==> config.mk <==
export PLATFORM = sky130hd
export DESIGN_NAME = fp_stream_accumulator_flat
export DESIGN_NICKNAME = d
export VERILOG_FILES = /design/src/rtl/fp_acc_pkg.sv /design/src/rtl/fp_stream_accumulator_if.sv /design/src/rtl/fp_stream_accumulator.sv /design/src/flat_wrapper.sv
export SDC_FILE = /design/constraint.sdc
export NUM_CORES = 1
export LEC_CHECK = 0
export CORE_MARGIN = 4
export CORE_UTILIZATION = 50
export CTS_CLUSTER_DIAMETER = 30
export DETAILED_ROUTE_END_ITERATION = 12
export GPL_ROUTABILITY_DRIVEN = 0
export PLACE_DENSITY = 0.83
export SLEW_MARGIN = 20
export SYNTH_ARGS = -nofsm -noshare
export SYNTH_HDL_FRONTEND = slang
export SYNTH_SLANG_ARGS = --single-unit
==> constraint.sdc <==
create_clock -name clk -period 6.9 [get_ports clk]
set_input_delay 2.07 -clock clk [delete_from_list [all_inputs] [get_ports clk]]
set_output_delay 2.07 -clock clk [all_outputs]
set_load 0.01 [all_outputs]
==> src/rtl/fp_acc_pkg.sv <==
// Shared state encoding, IEEE field positions and operand classification helpers
// for the floating-point stream accumulator.
package fp_acc_pkg;

  typedef enum logic [1:0] {IDLE, ACC, ADD, OUT} state_t;

  localparam int unsigned SP_SIGN   = 31;
  localparam int unsigned SP_EXP_HI = 30;
  localparam int unsigned SP_EXP_LO = 23;
  localparam int unsigned SP_MAN_HI = 22;
  localparam int unsigned SP_MAN_LO = 0;

  localparam int unsigned HP_SIGN   = 15;
  localparam int unsigned HP_EXP_HI = 14;
  localparam int unsigned HP_EXP_LO = 10;
  localparam int unsigned HP_MAN_HI = 9;
  localparam int unsigned HP_MAN_LO = 0;

  // Denormals share the all-zero exponent and are therefore treated as +0.
  function automatic logic is_zero(input logic [31:0] data, input logic half);
    if (half) return (data[HP_EXP_HI:HP_EXP_LO] == '0);
    else      return (data[SP_EXP_HI:SP_EXP_LO] == '0);
  endfunction

  function automatic logic is_cancel(input logic [31:0] a, input logic [31:0] b,
                                     input logic half);
    if (half)
      return (a[HP_SIGN] != b[HP_SIGN]) &&
             (a[HP_EXP_HI:HP_MAN_LO] == b[HP_EXP_HI:HP_MAN_LO]);
    else
      return (a[SP_SIGN] != b[SP_SIGN]) &&
             (a[SP_EXP_HI:SP_MAN_LO] == b[SP_EXP_HI:SP_MAN_LO]);
  endfunction

endpackage

==> src/rtl/fp_stream_accumulator_if.sv <==
// Element stream, result stream and adder-side signals of the accumulator.
interface fp_stream_accumulator_if #(
  parameter int unsigned CNT_W = 16
);
  logic             mode;
  logic             in_valid;
  logic             in_ready;
  logic [31:0]      in_data;
  logic             in_last;
  logic [31:0]      add_a;
  logic [31:0]      add_b;
  logic             add_sel;
  logic [31:0]      add_sum;
  logic             out_valid;
  logic             out_ready;
  logic [31:0]      out_data;
  logic [CNT_W-1:0] out_count;

  modport slave (
    input  mode, in_valid, in_data, in_last, add_sum, out_ready,
    output in_ready, add_a, add_b, add_sel, out_valid, out_data, out_count
  );

  modport master (
    output mode, in_valid, in_data, in_last, add_sum, out_ready,
    input  in_ready, add_a, add_b, add_sel, out_valid, out_data, out_count
  );
endinterface

==> src/rtl/fp_stream_accumulator.sv <==
// Packet accumulator wrapped around an external combinational FP adder:
// handshakes, framing, zero bypass and exact-cancellation handling.
module fp_stream_accumulator #(
  parameter int unsigned CNT_W = 16
) (
  input  logic                    clk,
  input  logic                    rst,
  fp_stream_accumulator_if.slave  bus
);
  import fp_acc_pkg::*;

  state_t           r_state, w_state_nxt;
  logic [31:0]      r_acc, w_acc_nxt;
  logic [31:0]      r_add_a, w_add_a_nxt;
  logic [31:0]      r_add_b, w_add_b_nxt;
  logic             r_mode, w_mode_nxt;
  logic             r_last, w_last_nxt;
  logic [CNT_W-1:0] r_count, w_count_nxt;

  logic             w_fmt;
  logic [31:0]      w_din;
  logic [31:0]      w_sum;
  logic             w_in_ready;
  logic             w_accept;
  logic [CNT_W-1:0] w_count_inc;

  // Precision comes from the live mode pin only for the packet's first element.
  assign w_fmt       = (r_state == IDLE) ? bus.mode : r_mode;
  assign w_din       = w_fmt ? {16'h0000, bus.in_data[15:0]} : bus.in_data;
  assign w_sum       = r_mode ? {16'h0000, bus.add_sum[15:0]} : bus.add_sum;
  assign w_in_ready  = ~rst & ((r_state == IDLE) | (r_state == ACC));
  assign w_accept    = bus.in_valid & w_in_ready;
  assign w_count_inc = (r_count == '1) ? r_count : r_count + CNT_W'(1);

  always_ff @(posedge clk or posedge rst) begin
    if (rst) begin
      r_state <= IDLE;
      r_acc   <= '0;
      r_add_a <= '0;
      r_add_b <= '0;
      r_mode  <= 1'b0;
      r_last  <= 1'b0;
      r_count <= '0;
    end else begin
      r_state <= w_state_nxt;
      r_acc   <= w_acc_nxt;
      r_add_a <= w_add_a_nxt;
      r_add_b <= w_add_b_nxt;
      r_mode  <= w_mode_nxt;
      r_last  <= w_last_nxt;
      r_count <= w_count_nxt;
    end
  end

  always_comb begin
    w_state_nxt = r_state;
    w_acc_nxt   = r_acc;
    w_add_a_nxt = r_add_a;
    w_add_b_nxt = r_add_b;
    w_mode_nxt  = r_mode;
    w_last_nxt  = r_last;
    w_count_nxt = r_count;
    case (r_state)
      IDLE: begin
        if (w_accept) begin
          w_acc_nxt   = w_din;
          w_mode_nxt  = bus.mode;
          w_count_nxt = CNT_W'(1);
          w_state_nxt = bus.in_last ? OUT : ACC;
        end
      end
      ACC: begin
        if (w_accept) begin
          w_count_nxt = w_count_inc;
          if (is_zero(w_din, r_mode)) begin
            w_state_nxt = bus.in_last ? OUT : ACC;
          end else if (is_zero(r_acc, r_mode)) begin
            w_acc_nxt   = w_din;
            w_state_nxt = bus.in_last ? OUT : ACC;
          end else begin
            w_add_a_nxt = r_acc;
            w_add_b_nxt = w_din;
            w_last_nxt  = bus.in_last;
            w_state_nxt = ADD;
          end
        end
      end
      ADD: begin
        w_acc_nxt   = is_cancel(r_add_a, r_add_b, r_mode) ? '0 : w_sum;
        w_state_nxt = r_last ? OUT : ACC;
      end
      OUT: begin
        if (bus.out_ready) w_state_nxt = IDLE;
      end
      default: w_state_nxt = IDLE;
    endcase
  end

  assign bus.in_ready  = w_in_ready;
  assign bus.add_a     = r_add_a;
  assign bus.add_b     = r_add_b;
  assign bus.add_sel   = r_mode;
  assign bus.out_valid = (r_state == OUT);
  assign bus.out_data  = (r_state == OUT) ? r_acc : '0;
  assign bus.out_count = (r_state == OUT) ? r_count : '0;

endmodule

==> src/flat_wrapper.sv <==
// flat-port wrapper written by rule: the top's interface ports become plain ports
module fp_stream_accumulator_flat import fp_acc_pkg::*;
#(
  parameter int unsigned CNT_W = 16
)
  (clk, rst, bus_mode, bus_in_valid, bus_in_data, bus_in_last, bus_add_sum, bus_out_ready, bus_in_ready, bus_add_a, bus_add_b, bus_add_sel, bus_out_valid, bus_out_data, bus_out_count);
  fp_stream_accumulator_if #(.CNT_W(CNT_W)) bus_i ();
  input  logic clk;
  input  logic rst;
  input wire logic [$bits(bus_i.mode)-1:0] bus_mode;
  input wire logic [$bits(bus_i.in_valid)-1:0] bus_in_valid;
  input wire logic [$bits(bus_i.in_data)-1:0] bus_in_data;
  input wire logic [$bits(bus_i.in_last)-1:0] bus_in_last;
  input wire logic [$bits(bus_i.add_sum)-1:0] bus_add_sum;
  input wire logic [$bits(bus_i.out_ready)-1:0] bus_out_ready;
  output wire logic [$bits(bus_i.in_ready)-1:0] bus_in_ready;
  output wire logic [$bits(bus_i.add_a)-1:0] bus_add_a;
  output wire logic [$bits(bus_i.add_b)-1:0] bus_add_b;
  output wire logic [$bits(bus_i.add_sel)-1:0] bus_add_sel;
  output wire logic [$bits(bus_i.out_valid)-1:0] bus_out_valid;
  output wire logic [$bits(bus_i.out_data)-1:0] bus_out_data;
  output wire logic [$bits(bus_i.out_count)-1:0] bus_out_count;
  assign bus_i.mode = bus_mode;
  assign bus_i.in_valid = bus_in_valid;
  assign bus_i.in_data = bus_in_data;
  assign bus_i.in_last = bus_in_last;
  assign bus_i.add_sum = bus_add_sum;
  assign bus_i.out_ready = bus_out_ready;
  assign bus_in_ready = bus_i.in_ready;
  assign bus_add_a = bus_i.add_a;
  assign bus_add_b = bus_i.add_b;
  assign bus_add_sel = bus_i.add_sel;
  assign bus_out_valid = bus_i.out_valid;
  assign bus_out_data = bus_i.out_data;
  assign bus_out_count = bus_i.out_count;
  fp_stream_accumulator #(.CNT_W(CNT_W)) u_core (.clk(clk), .rst(rst), .bus(bus_i));
endmodule
Word level (Yosys, flattened, before mapping)
Cells that the tools add are included.
{"block": "op_classes", "addsub": 1, "multipliers": 0, "div_mod_pow": 0, "order_cmp": 0, "n_eq_ne": 14, "shifts": 0, "mux": 32, "n_bitwise": 6, "reduce_logical": 14}
{"operator": "2-to-1 mux 32 bit", "count": 8}
{"operator": "case mux 32 bit (3 select lines)", "count": 1}
{"operator": "2-to-1 mux 16 bit", "count": 4}
{"operator": "case mux 16 bit (2 select lines)", "count": 1}
{"operator": "== test 31 bit", "count": 1}
{"operator": "adder 16 x 1 -> 16 bit (second input constant)", "count": 1}
{"operator": "== test 16 bit (second input constant)", "count": 1}
{"operator": "logical NOT 8 bit", "count": 2}
{"operator": "== test 15 bit", "count": 1}
{"operator": "2-to-1 mux 2 bit", "count": 7}
{"operator": "logical NOT 5 bit", "count": 2}
{"operator": "2-to-1 mux 1 bit", "count": 10}
{"operator": "inequality test 2 bit (second input constant)", "count": 4}
{"operator": "case mux 2 bit (4 select lines)", "count": 1}
{"operator": "AND reduction 4 bit", "count": 2}
{"operator": "AND reduction 5 bit", "count": 1}
{"operator": "== test 2 bit (second input constant)", "count": 2}
{"operator": "inequality test 2 x 1 -> 1 bit (second input constant)", "count": 2}
{"operator": "NOT 1 bit", "count": 3}
{"operator": "AND reduction 3 bit", "count": 1}
{"operator": "nonzero test 3 bit", "count": 1}
{"operator": "AND 1 bit", "count": 2}
{"operator": "== test 2 x 1 -> 1 bit (second input constant)", "count": 1}
{"operator": "logical AND 1 bit", "count": 2}
{"operator": "other kinds (5)", "count": 6}
{"block": "word_totals", "regBits": 116, "latch_bits": 0, "ramBits": 0, "romBits": 0, "elab_cells": 74, "n_memories": 0}

Depth between registers and ports, before layout
Gate-level depths: netlist of the first run.
{"block": "logic_depth", "word_depth": 14, "depth_mapped": 9, "depth_no_buf": 7}

Worst setup path after synthesis of the first run
OpenSTA, ideal clock, no wires.
{"block": "synth_path", "path_type": "input port to output port", "start": "input port rst", "end": "output port bus_in_ready", "t_arrival_ns": 2.257, "path_slack_ns": 2.573, "cell_stages": 1, "path_cell_list": "nor2_1"}
{"block": "synth_via", "elab_chain_cells": 2}
{"element": "from (decl)", "line_no": "flat_wrapper.sv:9", "source": "input logic rst;"}
{"element": "NOT 1 bit", "line_no": "fp_stream_accumulator.sv:31", "source": "assign w_in_ready = ~rst & ((r_state == IDLE) | (r_state == ACC));"}
{"element": "AND 1 bit", "line_no": "fp_stream_accumulator.sv:31"}
{"element": "to (decl)", "line_no": "flat_wrapper.sv:16", "source": "output wire logic [$bits(bus_i.in_ready)-1:0] bus_in_ready;"}
Every way passes these cells.

Final worst setup path of the first run
Same ends and word-level chain as after synthesis.

==> flow_summary.json, run 1 <==
{
  "outcome": "finished clean",
  "yosys.area_share.simple": 0.181,
  "yosysMostFrequentCell": "dfrtp_1",
  "synthCells": 594,
  "grt_overflow_total": 0,
  "ant_nets": 0,
  "synth.distinct_cells": 45,
  "fin_util": 0.727,
  "drt_iter0_drc": 453,
  "grt_pass1_wl_um": 28000,
  "setup_viol": 0,
  "drc_errors": 0,
  "fin_skew_ns": 0.0111,
  "vias": 5201,
  "numCtsBuffers": 17,
  "yosys.area.top_type_share": 0.495,
  "async_flop_share": 1.00,
  "die-area_um2": 13500,
  "fillers": 804,
  "fin_crit_ns": 5.34,
  "leakagePower_nw": 3.75,
  "cp.buffers_inverters": 2,
  "grt_pass1_vias": 5443,
  "ys_top_cells_by_area": "dfrtp_1, mux2_2, and3_1",
  "synthTopCellsByCount": "dfrtp_1, nand2_1, inv_1",
  "syn-num-nets": 665,
  "wl_per_cell_um": 19.6,
  "clkLatencyLatePin_ns": 0.40,
  "cts-resized-gates": 0,
  "min_period_over_period": 0.774,
  "maxCapViolations": 0,
  "ff2ff_setup_slack_ns": 3.75,
  "slew-limit-headroom": 0.318,
  "cts_hold_buf": 0,
  "die_h_um": 116,
  "synth_xor_area_frac": 0.0672,
  "cts_tree": "built",
  "synth_top_family_by_area": "simple AND/OR/NAND/NOR gates",
  "crit_fanout": 3,
  "nets": 837,
  "port_buffers": 184,
  "max_freq_ghz": 0.187,
  "finalHoldViolations": 0,
  "num_antenna_cells": 0,
  "cts-root-buf": "clkbuf_16",
  "die_w_um": 116,
  "grt_max_degree": 98,
  "routed_wl_um": 18000,
  "multi_input_area_um2": 2590,
  "critical_path_arrival_ns": 3.27,
  "drive_above_1_share": 0.127,
  "antenna_found_initial": 0,
  "avgSynthCellArea_um2": 9.87,
  "dp_hpwl_um": 12500,
  "cp.required_ns": 4.83,
  "slowest_stage": "clkdlybuf4s50_1",
  "critical-path-max-stage-delay_ns": 0.56,
  "ios": 185,
  "clk_pin_slew_ns": 0.05,
  "crit_type": "in2out",
  "critPathLaunchType": "input pin",
  "dr.pass1.iters": 5,
  "yosys-mux-area-fraction": 0.0670,
  "start_util": 0.511,
  "yosysTopAreaCell": "dfrtp_1",
  "seq_area_frac_synth": 0.495,
  "stdcell_count": 921,
  "num_rows": 39,
  "reg2reg_depth": 6,
  "reg2reg_from": "u_core.r_state[0]",
  "via_per_inst": 5.65,
  "regArea_um2": 2900,
  "synth_fa_ha_area_frac": 0.00213,
  "rsz0062_at_grt": "false",
  "finalMaxSlewViolations": 0,
  "power_density_nw_per_um2": 452,
  "ys_ff_latch": 116,
  "finalPower_mw": 3.77,
  "synth_edf_count": 0,
  "cts.sinks": 116,
  "ys.flop_type": "dfrtp_1",
  "hold_class": "reg2reg",
  "dp.cells": 890,
  "endpoint": "bus_in_ready",
  "ys_warn_count": 0,
  "synth_compound_area_frac": 0.121,
  "clockBufferDepth": 2,
  "setup_tns_ns": 0,
  "cp_common_cell": "clkdlybuf4s50_1",
  "cp_top_family": "buffers and inverters",
  "core_area_um2": 11500,
  "crit_path_end_kind": "output port",
  "track_usage": 0.268,
  "setup.worst_path.start": "rst",
  "netlist_area_um2": 5860,
  "cts_setup_buffers": 0,
  "syn2layout_area_growth_pct": 42.2,
  "tightest_slew_ns": 1.02,
  "htreeDepth": 4,
  "ir_drop_mv": 0.248,
  "r2r-end": "u_core.bus.add_b[11]",
  "whs_ns": 0.506,
  "cp.depth": 3,
  "path_cells": "clkdlybuf4s50_1 > nor2_1 > clkdlybuf4s50_1"
}
## state kept, by name, indices dropped and copies added (netlist names)
name,cells
u_core.bus.add_a,32
u_core.bus.add_b,32
u_core.bus.add_sel,1
u_core.r_acc,32
u_core.r_count,16
u_core.r_last,1
u_core.r_state,2
## where the power goes
part	internal, mW	switching (mW)
Clock	0.564	0.293
Sequential	0.978	0.294
Combinational	0.836	0.805
## through the flow
stage / area [um2] / worst slack [ns]
2_1_floorplan: 5860 / 1.76
3_3_place_gp: 7750 / 1.58
3_5_place_dp: 7750 / 1.56
4_1_cts: 8340 / 1.56
5_1_grt: 8340 / 1.49
6_report: 8340 / 1.56
## layout by cell type, fill, tap and decap left out, types with 4 or more instances in the layout
cell type / n
o21ai_1: 17
clkinv_2: 4
nand3_1: 22
o22ai_2: 10
o221ai_1: 16
inv_1: 52
clkdlybuf4s50_1: 184
o21ai_0: 37
o22ai_1: 6
or4_1: 5
dfrtp_1: 116
nor2_1: 26
clkbuf_16: 17
nor2_2: 10
xnor2_1: 24
buf_4: 5
mux2_2: 34
nand2_1: 61
or3_1: 4
nand4_1: 10
xor2_1: 21
nor3_1: 8
clkbuf_8: 4
and3_1: 48
## layout make-up
type	instances	area share
Tap cell	143	0.0215
Multi-Input combinational cell	389	0.310
Clock buffer	22	0.0581
Timing Repair Buffer	189	0.225
Inverter	53	0.0242
Sequential cell	116	0.348
Clock inverter	9	0.0123
## cell families after synthesis
logic type                 count (synthesis)
xor gates and xnor gates                  45
AOI/OAI and AO/OA                        101
muxes                                     35
and+or+nand+nor                          207
DFF                                      116
buffers and inverters                     89
adders and majority gates                  1
## layer usage
metal  up-vias  track usage  wire, um
met3        30       0.0870      1680
met2       230        0.453      9000
met4         0       0.0835       397
li1       2391            -         -
met5         -            0         0
met1      2550        0.328      6930
## how the worst min path moves through the flow
stage / slack (ns) / end / startpoint / depth (start not counted)
final: 0.51 / u_core.r_last / u_core.r_last / 1
after global routing: 0.55 / u_core.r_last / u_core.r_last / 1
after CTS: 0.51 / u_core.r_last / u_core.r_last / 1
after detailed placement: 0.50 / u_core.r_last / u_core.r_last / 1
after global placement: 0.49 / u_core.r_last / u_core.r_last / 1
after floorplan: 0.48 / u_core.r_last / u_core.r_last / 1
Note: power is estimated with default switching activity, not from simulation.
==> inputs of run 2 (changes only) <==
--- a/config.mk
+++ b/config.mk
@@ -6,11 +6,11 @@
 export NUM_CORES = 1
 export LEC_CHECK = 0
 export CORE_MARGIN = 4
-export CORE_UTILIZATION = 50
+export CORE_UTILIZATION = 47
 export CTS_CLUSTER_DIAMETER = 30
 export DETAILED_ROUTE_END_ITERATION = 12
 export GPL_ROUTABILITY_DRIVEN = 0
-export PLACE_DENSITY = 0.83
+export PLACE_DENSITY = 0.79
 export SLEW_MARGIN = 20
 export SYNTH_ARGS = -nofsm -noshare
 export SYNTH_HDL_FRONTEND = slang
==> constraint.sdc (replaced) <==
create_clock -name clk -period 5.16 [get_ports clk]
set_input_delay 1.548 -clock clk [delete_from_list [all_inputs] [get_ports clk]]
set_output_delay 1.548 -clock clk [all_outputs]
set_load 0.01 [all_outputs]
==> flow_summary.json, run 2 (synthesized netlist as in run 1, its figures left out) <==
{
  "layout_commonest_cell": "clkdlybuf4s50_1",
  "ff2ff_setup_slack_ns": 1.92,
  "num_antenna_cells": 0,
  "cts-root-buf": "clkbuf_16",
  "ios": 185,
  "max_freq_ghz": 0.230,
  "nets": 840,
  "cp_top_family": "buffers and inverters",
  "gr-usage-met3": 0.0881,
  "finalMaxSlewViolations": 0,
  "setup_viol": 0,
  "clockBufferDepth": 2,
  "port_buffers": 184,
  "fin_crit_ns": 4.34,
  "ir_drop_mv": 0.359,
  "ant_nets": 0,
  "setup_ws_ns": 0.818,
  "pre_cts_ws_ns": 0.807,
  "start_util": 0.484,
  "grt_use_met1": 0.322,
  "grt_pass1_wl_um": 28300,
  "cts_setup_buffers": 0,
  "r2r-end": "u_core.bus.add_b[28]",
  "maxCapViolations": 0,
  "tightest_slew_ns": 1.02,
  "finish.instance_area_um2": 8360,
  "antenna_found_initial": 0,
  "syn2layout_area_growth_pct": 42.6,
  "regArea_um2": 2910,
  "routed_wl_um": 17800,
  "leakagePower_nw": 3.73,
  "cts_tree": "built",
  "cts_hold_buf": 0,
  "grt_max_degree": 69,
  "clkLatencyLatePin_ns": 0.42,
  "multi_input_area_um2": 2580,
  "track_usage": 0.252,
  "finalPower_mw": 4.98,
  "path_cells": "clkdlybuf4s50_1 > nor2_1 > clkdlybuf4s50_1",
  "hold_class": "reg2reg",
  "fillers": 937,
  "cp_common_cell": "clkdlybuf4s50_1",
  "cp.buffers_inverters": 2,
  "cts-resized-gates": 0,
  "grt_busiest_layer": "met2",
  "rsz0062_at_grt": "false",
  "htreeDepth": 4,
  "grt_overflow_total": 0,
  "crit_path_end_kind": "output port",
  "slowest_stage": "clkdlybuf4s50_1",
  "die_h_um": 120,
  "reg2reg_depth": 7,
  "critical-path-max-stage-delay_ns": 0.59,
  "die-area_um2": 14300,
  "clk_pin_slew_ns": 0.05,
  "numCtsBuffers": 17,
  "critPathLaunchType": "input pin",
  "power_density_nw_per_um2": 596,
  "hold_depth": 1,
  "vias": 5219,
  "dr.pass1.iters": 5,
  "grt_pass1_vias": 5384,
  "slew-limit-headroom": 0.317,
  "drive_above_1_share": 0.131,
  "layout_common_cells": "clkdlybuf4s50_1, dfrtp_1, nand2_1",
  "wl_per_cell_um": 18.8,
  "critical_path_arrival_ns": 2.79,
  "whs_ns": 0.518,
  "num_rows": 40,
  "drc_errors": 0,
  "dp_hpwl_um": 12500,
  "reg2reg_from": "u_core.r_state[1]",
  "crit_fanout": 3,
  "outcome": "finished clean",
  "setup_tns_ns": 0,
  "crit_type": "in2out",
  "min_period_over_period": 0.841,
  "use_met2": 0.406,
  "fin_skew_ns": 0.0158,
  "drt_iter0_drc": 319,
  "die_w_um": 120,
  "via_per_inst": 5.51,
  "core_area_um2": 12100,
  "min_to": "u_core.r_last",
  "cp.required_ns": 3.61,
  "cts.sinks": 116,
  "place_area_um2": 7810,
  "hold_start": "u_core.r_last",
  "finalHoldViolations": 0
}
-- run 2: power breakdown --
part	total [mW]	switching (mW)	internal [mW]	leakage [nW]
logic	2.09	0.966	1.12	2.03
clock network	1.10	0.410	0.687	0.258
registers	1.80	0.489	1.31	1.44
total	4.98	1.86	3.12	3.73
-- run 2: how the worst max path moves through the flow --
stage               startpoint             endpoint  slack [ns]  cells past startpoint
finish                     rst         bus_in_ready        0.82                      3
global route               rst         bus_in_ready        0.79                      3
CTS                        rst         bus_in_ready        0.81                      3
detailed placement         rst         bus_in_ready        0.81                      3
global placement           rst         bus_in_ready        0.87                      3
floorplan                  rst  u_core.bus.add_a[0]        0.54                      1
-- run 2: stage by stage --
step / util / cells
after floorplan: - / 594
after global placement: 0.644 / 917
after detailed placement: 0.645 / 918
after CTS: 0.690 / 947
after global routing: 0.690 / 947
final: 0.690 / 947
-- run 2: layer usage --
metal / vias up / wire, um / part of all wire
li1: 2402 / - / -
met1: 2573 / 7410 / 0.42
met2: 219 / 8690 / 0.49
met3: 25 / 1420 / 0.080
met4: 0 / 287 / 0.016
met5: - / 0 / 0
-- run 2: final cells by class --
cell class / count / share of cell area
inverters: 53 / 0.0241
multi-input cells: 389 / 0.309
well taps: 168 / 0.0251
clock buffers: 20 / 0.0558
repair buffers: 192 / 0.228
flip-flops and latches: 116 / 0.348
clock inverters: 9 / 0.00988
==> inputs of run 3 (changes only) <==
==> constraint.sdc (replaced) <==
create_clock -name clk -period 4.4 [get_ports clk]
set_input_delay 1.32 -clock clk [delete_from_list [all_inputs] [get_ports clk]]
set_output_delay 1.32 -clock clk [all_outputs]
set_load 0.01 [all_outputs]
==> flow_summary.json, run 3 (synthesized netlist as in run 1, its figures left out) <==
{
  "outcome": "finished clean",
  "ant_nets": 0,
  "setup_viol": 0,
  "max_freq_ghz": 0.261,
  "min_period_over_period": 0.872,
  "fin_skew_ns": 0.0107,
  "path_cells": "clkdlybuf4s50_1 > nor2_1 > clkdlybuf4s50_1",
  "p_comb_frac": 0.410,
  "rsz0062_at_grt": "false",
  "start_util": 0.484,
  "grt_max_degree": 61,
  "clockBufferDepth": 2,
  "clkLatencyLatePin_ns": 0.41,
  "setup_ws_ns": 0.564,
  "slew-limit-headroom": 0.317,
  "dr.pass1.iters": 5,
  "power_density_nw_per_um2": 713,
  "cp_common_cell": "clkdlybuf4s50_1",
  "setup_tns_ns": 0,
  "cts_tree": "built",
  "stdcell_count": 951,
  "drc_errors": 0,
  "core_area_um2": 12100,
  "power.internal_mw": 3.82,
  "grt_overflow_total": 0,
  "switching_share": 0.366,
  "wl_per_cell_um": 18.8,
  "port_buffers": 184,
  "finalHoldViolations": 0,
  "whs_ns": 0.511,
  "critical-path-max-stage-delay_ns": 0.57,
  "vias": 5253,
  "fin_crit_ns": 3.84,
  "dp.cells": 919,
  "crit_type": "in2out",
  "routed_wl_um": 17900,
  "grt_pass1_wl_um": 28300,
  "pre_cts_ws_ns": 0.504,
  "finish.instance_area_um2": 8460,
  "finalMaxSlewViolations": 0,
  "track_usage": 0.250,
  "antenna_found_initial": 0,
  "layout_common_cells": "clkdlybuf4s50_1, dfrtp_1, nand2_1",
  "htreeDepth": 4,
  "num_antenna_cells": 0,
  "numCtsBuffers": 17,
  "slowest_stage": "clkdlybuf4s50_1",
  "sequentialPowerShare": 0.348,
  "cts-root-buf": "clkbuf_16",
  "ios": 185,
  "drt_iter0_drc": 386,
  "fin_util": 0.698,
  "fillers": 930,
  "ir_drop_mv": 0.407,
  "crit_fanout": 3,
  "maxCapViolations": 0,
  "cts_setup_buffers": 0,
  "dp_hpwl_um": 12400,
  "grt_pass1_vias": 5480,
  "critical_path_arrival_ns": 2.52,
  "leakagePower_nw": 3.79,
  "via_per_inst": 5.52,
  "nets": 841,
  "layout_commonest_cell": "clkdlybuf4s50_1",
  "clk_pin_slew_ns": 0.05,
  "cts_hold_buf": 0,
  "place_area_um2": 7820,
  "drive_above_1_share": 0.134,
  "die-area_um2": 14300,
  "crit_path_end_kind": "output port",
  "syn2layout_area_growth_pct": 44.3,
  "hold_class": "reg2reg",
  "die_h_um": 120,
  "p_clk_frac": 0.243,
  "finalPower_mw": 6.03,
  "tightest_slew_ns": 1.02,
  "cts.sinks": 116,
  "die_w_um": 120,
  "num_rows": 40,
  "critPathLaunchType": "input pin",
  "switchingPower_mw": 2.21,
  "cp.required_ns": 3.08,
  "cts-resized-gates": 0
}
[run 3: cell types whose count changed in the layout (fill, tap and decap cells not counted), sizes merged]
cell      change
buf           +1
clkinvlp      -2
clkinv        +2
bufinv        +3
[run 3: cell type report]
| class | instances | area [um2] | share of cell area |
|---|---|---|---|
| Sequential cell | 116 | 2910 | 0.343 |
| Multi-Input combinational cell | 389 | 2580 | 0.305 |
| Timing Repair Buffer | 193 | 1920 | 0.227 |
| Clock buffer | 20 | 457 | 0.0540 |
| Tap cell | 168 | 210 | 0.0249 |
| Inverter | 53 | 201 | 0.0238 |
| Clock inverter | 12 | 179 | 0.0212 |
[run 3: per-layer routing]
layer / vias to the layer above / share of wire / global-route usage / wire length [um]
li1: 2407 / - / - / -
met1: 2593 / 0.41 / 0.313 / 7360
met2: 222 / 0.49 / 0.399 / 8680
met3: 31 / 0.083 / 0.0848 / 1480
met4: 0 / 0.019 / 0.102 / 346
met5: - / 0 / 0 / 0
[run 3: worst max-delay path, delay by kind of cell]
family / cells / cell delay (ns)
and+or+nand+nor: 1 / 0.15
buffers and inverters: 2 / 1.05
[run 3: power groups by stage]
| stage | clock network [mW] | registers, mW | logic [mW] |
|---|---|---|---|
| final | 1.46 | 2.10 | 2.47 |
| after global routing | 1.53 | 2.18 | 2.66 |
| after CTS | 1.48 | 2.09 | 2.49 |
| after detailed placement | 0 | 2.10 | 2.46 |
| after global placement | 0 | 2.07 | 2.40 |
| after floorplan | 0 | 2.00 | 1.30 |
[run 3: path summary, 6_finish.rpt]
kind                       depth (start not counted)  slack, ns            endpoint         startpoint
min in group asynchronous                          2       1.41  u_core.r_count[11]                rst
hold reg to reg                                    1       0.51       u_core.r_last      u_core.r_last
setup / recovery                                   3       0.56        bus_in_ready                rst
setup reg to reg                                   5       1.17    u_core.r_acc[16]  u_core.r_state[0]
max in group asynchronous                          3       2.13    u_core.r_acc[14]                rst
hold / removal                                     1       0.51       u_core.r_last      u_core.r_last
